`config.mk`:
```
export PLATFORM = sky130hd
export DESIGN_NAME = sbqm_teller_dispatch
export DESIGN_NICKNAME = d
export VERILOG_FILES = /design/src/rtl/sbqm_teller_dispatch.sv
export SDC_FILE = /design/constraint.sdc
export NUM_CORES = 1
export LEC_CHECK = 0
export CORE_MARGIN = 5
export CORE_UTILIZATION = 50
export DETAILED_ROUTE_END_ITERATION = 10
export PLACE_DENSITY_LB_ADDON = 0.2
export SLEW_MARGIN = 40
export SYNTH_ARGS = -nofsm -noshare
export SYNTH_HDL_FRONTEND = slang
export SYNTH_SLANG_ARGS = --single-unit
```
`constraint.sdc`:
```
create_clock -name clk -period 2 [get_ports clk]
set_clock_uncertainty 0.15 [all_clocks]
set_input_delay 0.6 -clock clk [delete_from_list [all_inputs] [get_ports clk]]
set_output_delay 0.6 -clock clk [all_outputs]
set_load 0.02 [all_outputs]
```
`src/rtl/sbqm_teller_dispatch.sv`:
```
// Bank queue controller: ticketing, round-robin teller dispatch, call display.
// Optional registered wait estimate enabled by defining SBQM_WAIT_EST_EN.
module sbqm_teller_dispatch #(
  parameter int N        = 3,
  parameter int T        = 4,
  parameter int TW       = 8,
  parameter int HOLD_CYC = 8,
  parameter int SVC      = 5
) (
  input  logic                 clk,
  input  logic                 rst,
  input  logic                 arrive,
  input  logic [T-1:0]         teller_req,
  output logic [T-1:0]         grant,
  output logic                 call_valid,
  output logic [$clog2(T)-1:0] call_win,
  output logic [TW-1:0]        call_ticket,
  output logic [N-1:0]         q_count,
  output logic                 q_full,
  output logic                 q_empty,
  output logic                 overflow,
  output logic [N+7:0]         wait_est
);

  localparam int WW  = $clog2(T);
  localparam int HW  = (HOLD_CYC > 1) ? $clog2(HOLD_CYC) : 1;
  localparam int WEW = N + 8;

  typedef enum logic [1:0] {
    IDLE,
    GRANT,
    HOLD
  } state_t;

  state_t          state_q, state_d;
  logic [N-1:0]    q_count_q, q_count_d;
  logic [TW-1:0]   next_ticket_q, next_ticket_d;
  logic [TW-1:0]   serve_ticket_q, serve_ticket_d;
  logic [WW-1:0]   rr_ptr_q, rr_ptr_d;
  logic [HW-1:0]   hold_cnt_q, hold_cnt_d;
  logic [WW-1:0]   pick_q, pick_d;
  logic [T-1:0]    grant_q, grant_d;
  logic            call_valid_q, call_valid_d;
  logic [WW-1:0]   call_win_q, call_win_d;
  logic [TW-1:0]   call_ticket_q, call_ticket_d;
  logic            overflow_q, overflow_d;

  logic            full;
  logic            inc;
  logic            dec;
  logic            arb_found;
  logic [WW-1:0]   arb_idx;

  // First requester at or after rr_ptr, wrapping modulo T
  always_comb begin
    arb_found = 1'b0;
    arb_idx   = '0;
    for (int k = 0; k < T; k++) begin
      if (!arb_found && teller_req[(int'(rr_ptr_q) + k) % T]) begin
        arb_found = 1'b1;
        arb_idx   = WW'((int'(rr_ptr_q) + k) % T);
      end
    end
  end

  assign full = &q_count_q;
  assign dec  = (state_q == GRANT);
  // A grant frees a slot in the same cycle, so a full queue still accepts
  assign inc  = arrive && (!full || dec);

  always_comb begin
    state_d        = state_q;
    q_count_d      = q_count_q;
    next_ticket_d  = next_ticket_q;
    serve_ticket_d = serve_ticket_q;
    rr_ptr_d       = rr_ptr_q;
    hold_cnt_d     = hold_cnt_q;
    pick_d         = pick_q;
    grant_d        = '0;
    call_valid_d   = call_valid_q;
    call_win_d     = call_win_q;
    call_ticket_d  = call_ticket_q;
    overflow_d     = arrive && full && !dec;

    if (inc) next_ticket_d = next_ticket_q + TW'(1);

    unique case ({inc, dec})
      2'b10:   q_count_d = q_count_q + N'(1);
      2'b01:   q_count_d = q_count_q - N'(1);
      default: q_count_d = q_count_q;
    endcase

    unique case (state_q)
      IDLE: begin
        if (q_count_q != '0 && arb_found) begin
          state_d = GRANT;
          pick_d  = arb_idx;
          grant_d = T'(1) << arb_idx;
        end
      end
      GRANT: begin
        state_d        = HOLD;
        call_win_d     = pick_q;
        call_ticket_d  = serve_ticket_q;
        serve_ticket_d = serve_ticket_q + TW'(1);
        rr_ptr_d       = WW'((int'(pick_q) + 1) % T);
        hold_cnt_d     = HW'(HOLD_CYC - 1);
        call_valid_d   = 1'b1;
      end
      HOLD: begin
        if (hold_cnt_q == '0) begin
          state_d      = IDLE;
          call_valid_d = 1'b0;
        end else begin
          hold_cnt_d = hold_cnt_q - HW'(1);
        end
      end
      default: state_d = IDLE;
    endcase
  end

  always_ff @(posedge clk or posedge rst) begin
    if (rst) begin
      state_q        <= IDLE;
      q_count_q      <= '0;
      next_ticket_q  <= '0;
      serve_ticket_q <= '0;
      rr_ptr_q       <= '0;
      hold_cnt_q     <= '0;
      pick_q         <= '0;
      grant_q        <= '0;
      call_valid_q   <= 1'b0;
      call_win_q     <= '0;
      call_ticket_q  <= '0;
      overflow_q     <= 1'b0;
    end else begin
      state_q        <= state_d;
      q_count_q      <= q_count_d;
      next_ticket_q  <= next_ticket_d;
      serve_ticket_q <= serve_ticket_d;
      rr_ptr_q       <= rr_ptr_d;
      hold_cnt_q     <= hold_cnt_d;
      pick_q         <= pick_d;
      grant_q        <= grant_d;
      call_valid_q   <= call_valid_d;
      call_win_q     <= call_win_d;
      call_ticket_q  <= call_ticket_d;
      overflow_q     <= overflow_d;
    end
  end

`ifdef SBQM_WAIT_EST_EN
  logic [WEW-1:0] wait_est_q, wait_est_d;

  always_comb begin
    wait_est_d = WEW'(q_count_q) * WEW'(SVC);
  end

  always_ff @(posedge clk or posedge rst) begin
    if (rst) wait_est_q <= '0;
    else     wait_est_q <= wait_est_d;
  end

  assign wait_est = wait_est_q;
`else
  assign wait_est = '0;
`endif

  assign grant       = grant_q;
  assign call_valid  = call_valid_q;
  assign call_win    = call_win_q;
  assign call_ticket = call_ticket_q;
  assign q_count     = q_count_q;
  assign q_full      = full;
  assign q_empty     = (q_count_q == '0);
  assign overflow    = overflow_q;

endmodule

```
### Word level (Yosys, flattened, before mapping)

Cells that the tools add are included.

* output and inout port bits: 32
* flip-flop bits (word level): 36
* logic and storage cells: 90
* bits of input ports: 7

* shift operators: 1
* add/subtract/negate cells: 8
* reductions and logical operators: 27
* mux-type cells: 29
* eq/ne operators: 7
* bitwise logic cells: 3
* magnitude comparators: 4

Operators with widths (number)
* 3-bit by 4-bit less-than comparator with 1-bit output, second input constant: 3
* 1-bit two-way mux: 12
* 2-bit two-way mux: 6
* 3-bit case mux with 2 select lines: 2
* 8-bit by 1-bit adder with 8-bit output, second input constant: 1
* 1-bit binary-select mux with 2-bit select: 4
* 4-bit two-way mux: 2
* 2-bit AND reduction: 4
* 1-bit logical AND: 7
* 3-bit logical NOT: 2
* 2-bit != test, second input constant: 3
* 2-bit case mux with 3 select lines: 1
* 2-bit OR reduction: 3
* 3-bit by 1-bit subtractor with 3-bit output, second input constant: 2
* 1-bit logical NOT: 5
* 2-bit by 1-bit adder with 2-bit output, second input constant: 2
* 2-bit adder, second input constant: 2
* 2-bit by 1-bit equality test with 1-bit output, second input constant: 2
* 2-bit equality test, second input constant: 2
* 2-bit nonzero test: 2
* 1-bit by 2-bit << shifter with 4-bit output, first input constant: 1
* 3-bit by 1-bit adder with 3-bit output, second input constant: 1
* 1-bit AND, first input constant: 3
* 2-bit by 3-bit less-than comparator with 1-bit output, second input constant: 1
* 6 further kinds: 6

### Logic depth before layout (Yosys ltp)

Gate-level depths: netlist of run 1.

* depth after elaboration: 17
* depth in mapped cells: 6
* mapped depth without buffers: 6

### Worst setup path before layout of run 1

Ideal clock, no wire load.

* path type: register -> register
* start: register q_count_q[0] (netlist: q_count[0])
* end: register pick_q[0]
* clock period less this slack: 1953 ps
* library setup time: 125 ps
* arrival time: 1678 ps
* stages on the path, launching flop included: 5
* path buffers: 0
* setup slack: 47 ps
* cell sequence: dfrtp_1 nor3_1 nor3_2 o41ai_4 mux2_2

* longest elaborated chain between the ends: 3

Ends and longest elaborated chain
* from (decl): line 36 `logic [N-1:0] q_count_q, q_count_d;`
* from (signal assigned): line 138 `q_count_q <= q_count_d;`
* 3-bit nonzero test: line 95 `if (q_count_q != '0 && arb_found) begin`
* 1-bit logical AND: line 95
* 2-bit AND reduction (no source line)
* to (signal assigned): line 143 `pick_q <= pick_d;`
* to (decl): line 41 `logic [WW-1:0] pick_q, pick_d;`

Every way passes these cells.
A chain may end at the register's enable or synchronous reset.

### Final worst setup path of run 1

* start: register q_count_q[0] (netlist: q_count[0])
* end: output q_count[0]

RTL lines
* to (decl): line 18 `output logic [N-1:0] q_count,`

No word-level cell between the ends.

==> metrics.csv, run 1 <==
metric;value;unit
hold_viol_final;0;
coreArea;3360;um^2
die_height;69.0;um
track_usage;14.2;%
cp_max_fo;3;
ioPinCount;39;
grt_pass1_wl;5.57;mm
synth.top_cell.area_share;51.7;%
drtAntennaViolNets;0;
cp_cell_sequence;buf_4, dlygate4sd2_1;
gr-total-overflow;0;
crit_family;buffers and inverters;
syn_area;1740;um^2
status;completed;
report.power.total;3.11;mW
htree_num_levels;2;
crit_slowest_cell;dfrtp_1;
max_stage_delay;0.40;ns
fin_crit_sh;97.0;%
hpwl;2.27;mm
irDropWorstVdd;0.943;mV
cp_num_buf_inv;2;
drt_pass1_iterations;4;
clockBufferDepth;2;
clkSlewWorstSetupHoldPaths;0.10;ns
fin_nets;224;
grt_max_degree;37;
period_needed;1.94;ns
cp.required;1.25;ns
utilization;64.1;%
via_count;1240;
cts_setup_buffers;0;
diodes;0;
synth_seq_cells;36;
start_util;51.8;%
setup_tns;0;ns
syn_to_final_growth;23.7;%
clock.fmax;0.516;GHz
hold_slack;0.323;ns
power_density;1440;nW/um^2
cts_sinks;36;
setup_violations;0;
arrival;1.19;ns
cts_tree;done;
drt-total-wl;3.05;mm
drive_gt1_share;15.4;%
hp-class;flop to flop;
clk_latency;0.32;ns
postLayoutCellArea;2160;um^2
synth_cell_type_count;36;
rows;21;
synth_area_leaders;dfrtp_1 (52%), nand2_1 (10%), buf_4 (5.6%);
numCtsBuffers;5;
die_area;4770;um^2
drc;0;
grt_pass1_vias;1244;
yosysTopAreaCell;dfrtp_1;
p_leak;1.11;nW
yosysSeqAreaShare;51.7;%
cts_root_buf;clkbuf_4;
dpl-instance-area;2120;um^2
drv_cap;0;
final_cell_mix;nand2_1 (47), dfrtp_1 (36), dlygate4sd2_1 (17);
yosys_warnings;0;
slew_violations;0;
final_common_cell;nand2_1;
antenna_found_initial;0;
synthCells;171;
cp-end-kind;primary output;
critPathKind;flop to primary output;
gp_congestion;0.714;
worstSetupStartpointType;flop;
drtIter0Drc;43;
port_buffers;27;
wl_per_cell;11.7;um
die_x;69.0;um
avgSynthCellArea;10.2;um^2
routed_via_density;4.77;
rsz0062_at_grt;yes;
tightest hold or removal path, stage by stage (launching register included):
cell	delay (ns)
dfrtp_1	0.35
nand2_1	0.05
nand2_1	0.05
final timing paths:
kind | startpoint | to | slack, ns | cells past startpoint
max | q_count[0]$_DFFE_PP0P_ | q_count[0] | 0.06 | 2
min | call_ticket[7]$_DFFE_PP0N_ | call_ticket[7]$_DFFE_PP0N_ | 0.32 | 2
max reg2reg | state_q[1]$_DFFE_PP0P_ | q_count[2]$_DFFE_PP0P_ | 0.38 | 5
min reg2reg | call_ticket[7]$_DFFE_PP0N_ | call_ticket[7]$_DFFE_PP0N_ | 0.32 | 2
max in group asynchronous | rst | call_win[0]$_DFFE_PP0N_ | 1.06 | 3
min in group asynchronous | rst | overflow$_DFF_PP0_ | 0.46 | 3
sequential cells by signal (all words and copies together) (netlist names):
signal          count
grant               4
overflow            1
serve_ticket_q      8
call_valid          1
call_win            2
q_count             3
pick_q              2
rr_ptr_q            2
hold_cnt_q          3
call_ticket         8
state_q             2
synth_stat cells, drive strengths merged:
master / n
o2bb2ai: 1
ha: 3
o21a: 1
inv: 9
nand3b: 1
nor3: 3
o22a: 1
a32oi: 1
nor2b: 1
conb: 1
o21ai: 3
nand4: 3
buf: 16
nand2b: 6
o21bai: 1
nor3b: 2
a211oi: 4
a21oi: 3
dfrtp: 36
and3: 4
clkbuf: 1
and3b: 1
mux2: 2
mux2i: 3
xnor2: 8
nor2: 3
xor2: 2
nand2: 47
o41ai: 2
a22oi: 1
fa: 1
where the power goes:
part           switching [mW]  total, mW  internal [mW]
combinational           0.834       1.52          0.687
sequential              0.194       1.19           1.00
clock                   0.218      0.391          0.174
total                    1.25       3.11           1.86
per-stage QoR:
stage	worst slack, ns	std cells
6_report	0.0609	260
5_1_grt	-0.00644	260
4_1_cts	-0.0128	260
3_5_place_dp	-0.219	252
3_3_place_gp	-0.165	252
2_1_floorplan	0.0475	181
final cells by class:
class,instances,area (um^2)
clock buffers,8,58.8
fillers,307,1210
inverters,9,33.8
multi-input cells,119,739
flip-flops and latches,36,901
well taps,46,57.6
repair buffers,42,365
metal layers:
metal / GRT usage (%) / routed length (um)
met1: 17.4 / 1380
met2: 22.7 / 1460
met3: 4.07 / 150
met4: 7.16 / 64
met5: 0 / 0
cell families after synthesis:
kind of cell             synth area share [%]
adder cells (fa/ha/maj)                  3.30
AO/OA/AOI/OAI                            9.33
flip-flops                               51.7
buffers and inverters                    8.61
multiplexers                             3.02
XOR/XNOR                                 5.03
AND/OR/NAND/NOR                          18.8
other                                   0.215
timing repair:
item	CTS	global route
gates cloned	0	0
pin swaps	0	0
setup endpoints to repair	21	4
hold buffers	0	0
gates resized for setup	31	5
No activity file was read; power rests on OpenSTA's default activity.
==> inputs of run 2 (changes only) <==
--- a/config.mk
+++ b/config.mk
@@ -5,7 +5,7 @@
 export SDC_FILE = /design/constraint.sdc
 export NUM_CORES = 1
 export LEC_CHECK = 0
-export CORE_MARGIN = 5
+export CORE_ASPECT_RATIO = 1.1
 export CORE_UTILIZATION = 50
 export DETAILED_ROUTE_END_ITERATION = 10
 export PLACE_DENSITY_LB_ADDON = 0.2
==> metrics.csv, run 2 (same netlist as run 1, synthesis figures left out) <==
metric;value;unit;change
drt_pass1_iterations;4;;unchanged
numCtsBuffers;5;;unchanged
p_leak;1.15;nW;+3.5%
power_density;1560;nW/um^2;+8.3%
via_count;1295;;+4.4%
reg2reg_slack;0.33;ns;-0.05 ns
coreArea;3330;um^2;-0.97%
wl_per_cell;12.1;um;+3.0%
clk_latency;0.33;ns;about the same
max_stage_delay;0.41;ns;about the same
routed_via_density;4.92;;+3.2%
die_height;63.9;um;-7.4%
cts-hold-fix-buffers;0;;unchanged
drtAntennaViolNets;0;;unchanged
dp_cells;255;;+1.2%
grt_max_degree;37;;unchanged
final_common_cell;nand2_1;;
clockBufferDepth;2;;unchanged
setup_violations;0;;unchanged
antenna_found_initial;0;;unchanged
status;completed;;
critPathKind;flop to primary output;;
min_path_cells;2;;unchanged
rsz0062_at_grt;yes;;
hpwl;2.25;mm;-0.89%
reg2regPathDepth;5;;unchanged
arrival;1.18;ns;about the same
use_met2;34.2;%;+12 points
hold_slack;0.327;ns;+0.00385 ns
hold_viol_final;0;;unchanged
track_usage;20.0;%;+5.8 points
ioPinCount;39;;unchanged
cts_root_buf;clkbuf_4;;
start_util;52.3;%;+0.51 points
hp-class;flop to flop;;
slew_violations;0;;unchanged
fin_cells;263;;+1.2%
cp_max_fo;3;;unchanged
use_met3;6.68;%;+2.6 points
place_ws;-0.204;ns;+0.0150 ns
cp_cell_sequence;buf_4, and3_4, buf_6;;
htree_num_levels;2;;unchanged
report.power.total;3.50;mW;+13%
grtUsageMet1;22.4;%;+5.0 points
crit_slowest_cell;dfrtp_1;;
period_needed;1.93;ns;-0.0122 ns
setup_ws;0.0731;ns;+0.0122 ns
gr-total-overflow;0;;unchanged
drc;0;;unchanged
diodes;0;;unchanged
multi_input_area;739;um^2;unchanged
cts_tree;done;;
grt_pass1_wl;5.58;mm;+0.25%
irDropWorstVdd;0.822;mV;-13%
grt_pass1_vias;1305;;+4.9%
fin_crit_sh;96.3;%;-0.61 points
worstSetupStartpointType;flop;;
drive_gt1_share;16.3;%;+0.86 points
cp-end-kind;primary output;;
cp.required;1.25;ns;about the same
gp_congestion;0.769;;+7.8%
drv_cap;0;;unchanged
ff_latch_area;901;um^2;unchanged
port_buffers;27;;unchanged
clkSlewWorstSetupHoldPaths;0.10;ns;about the same
cts_sinks;36;;unchanged
final_cell_mix;nand2_1 (47), dfrtp_1 (36), dlygate4sd2_1 (16);;
clock.fmax;0.519;GHz;+0.64%
busiest_layer;met2;;
fin_nets;225;;+0.45%
die_x;58.3;um;-16%
n_fill_cell;283;;-7.8%
drt-total-wl;3.18;mm;+4.2%
rows;22;;+4.8%
drtIter0Drc;11;;-74%
die_area;3730;um^2;-22%
syn_to_final_growth;28.6;%;
==> run 2: final timing paths <==
kind,start,to
hold reg to reg,call_ticket[3]$_DFFE_PP0N_,call_ticket[3]$_DFFE_PP0N_
max in group asynchronous,rst,overflow$_DFF_PP0_
min in group asynchronous,rst,hold_cnt_q[0]$_DFFE_PP0P_
setup / recovery,q_count[1]$_DFFE_PP0P_,q_full
hold / removal,call_ticket[3]$_DFFE_PP0N_,call_ticket[3]$_DFFE_PP0N_
setup reg to reg,state_q[1]$_DFFE_PP0P_,q_count[2]$_DFFE_PP0P_
==> run 2: routing by layer <==
layer	part of all wire (%)	vias to the layer above
met5	0	-
met4	1.3	0
met3	4.4	4
met2	54	34
met1	41	633
li1	-	624
==> run 2: area by class of cell <==
cell class	instances	area share (%)
flip-flops and latches	36	40.2
repair buffers	43	16.9
inverters	9	1.51
clock inverters	3	4.02
multi-input cells	119	33.0
well taps	48	2.68
clock buffers	5	1.68
==> run 2: what timing repair did <==
item                                   CTS  global route
endpoints found under the hold margin    0             0
pin swaps                                0             1
setup endpoints to repair               21             6
buffers inserted                         0             0
gates resized for setup                 29             6
==> run 2: metrics by stage <==
stage	utilization, %	TNS, ns	area, um^2
after floorplan	-	0	1780
after global placement	63.9	-1.02	2130
after detailed placement	63.9	-1.39	2130
after CTS	66.8	0	2230
after global routing	67.3	-0.0174	2240
final	67.3	0	2240
==> run 2: power by group <==
group / internal [mW] / switching, mW / leakage, nW / total, mW
registers: 1.00 / 0.201 / 0.452 / 1.20
clock network: 0.515 / 0.242 / 0.0654 / 0.757
logic: 0.698 / 0.842 / 0.634 / 1.54
==> run 2: worst max-delay path: cells and delay by family (launching register included) <==
| family | cells | cell delay (ns) |
|---|---|---|
| flip-flops | 1 | 0.41 |
| AND/OR/NAND/NOR | 1 | 0.17 |
| buffers and inverters | 2 | 0.27 |
==> inputs of run 3 (changes only) <==
--- a/config.mk
+++ b/config.mk
@@ -5,6 +5,7 @@
 export SDC_FILE = /design/constraint.sdc
 export NUM_CORES = 1
 export LEC_CHECK = 0
+export CAP_MARGIN = 20
 export CORE_ASPECT_RATIO = 1.1
 export CORE_UTILIZATION = 50
 export DETAILED_ROUTE_END_ITERATION = 10
==> results of run 3 <==
Same layout as run 2: the final DEF is identical, and so are final timing and power.
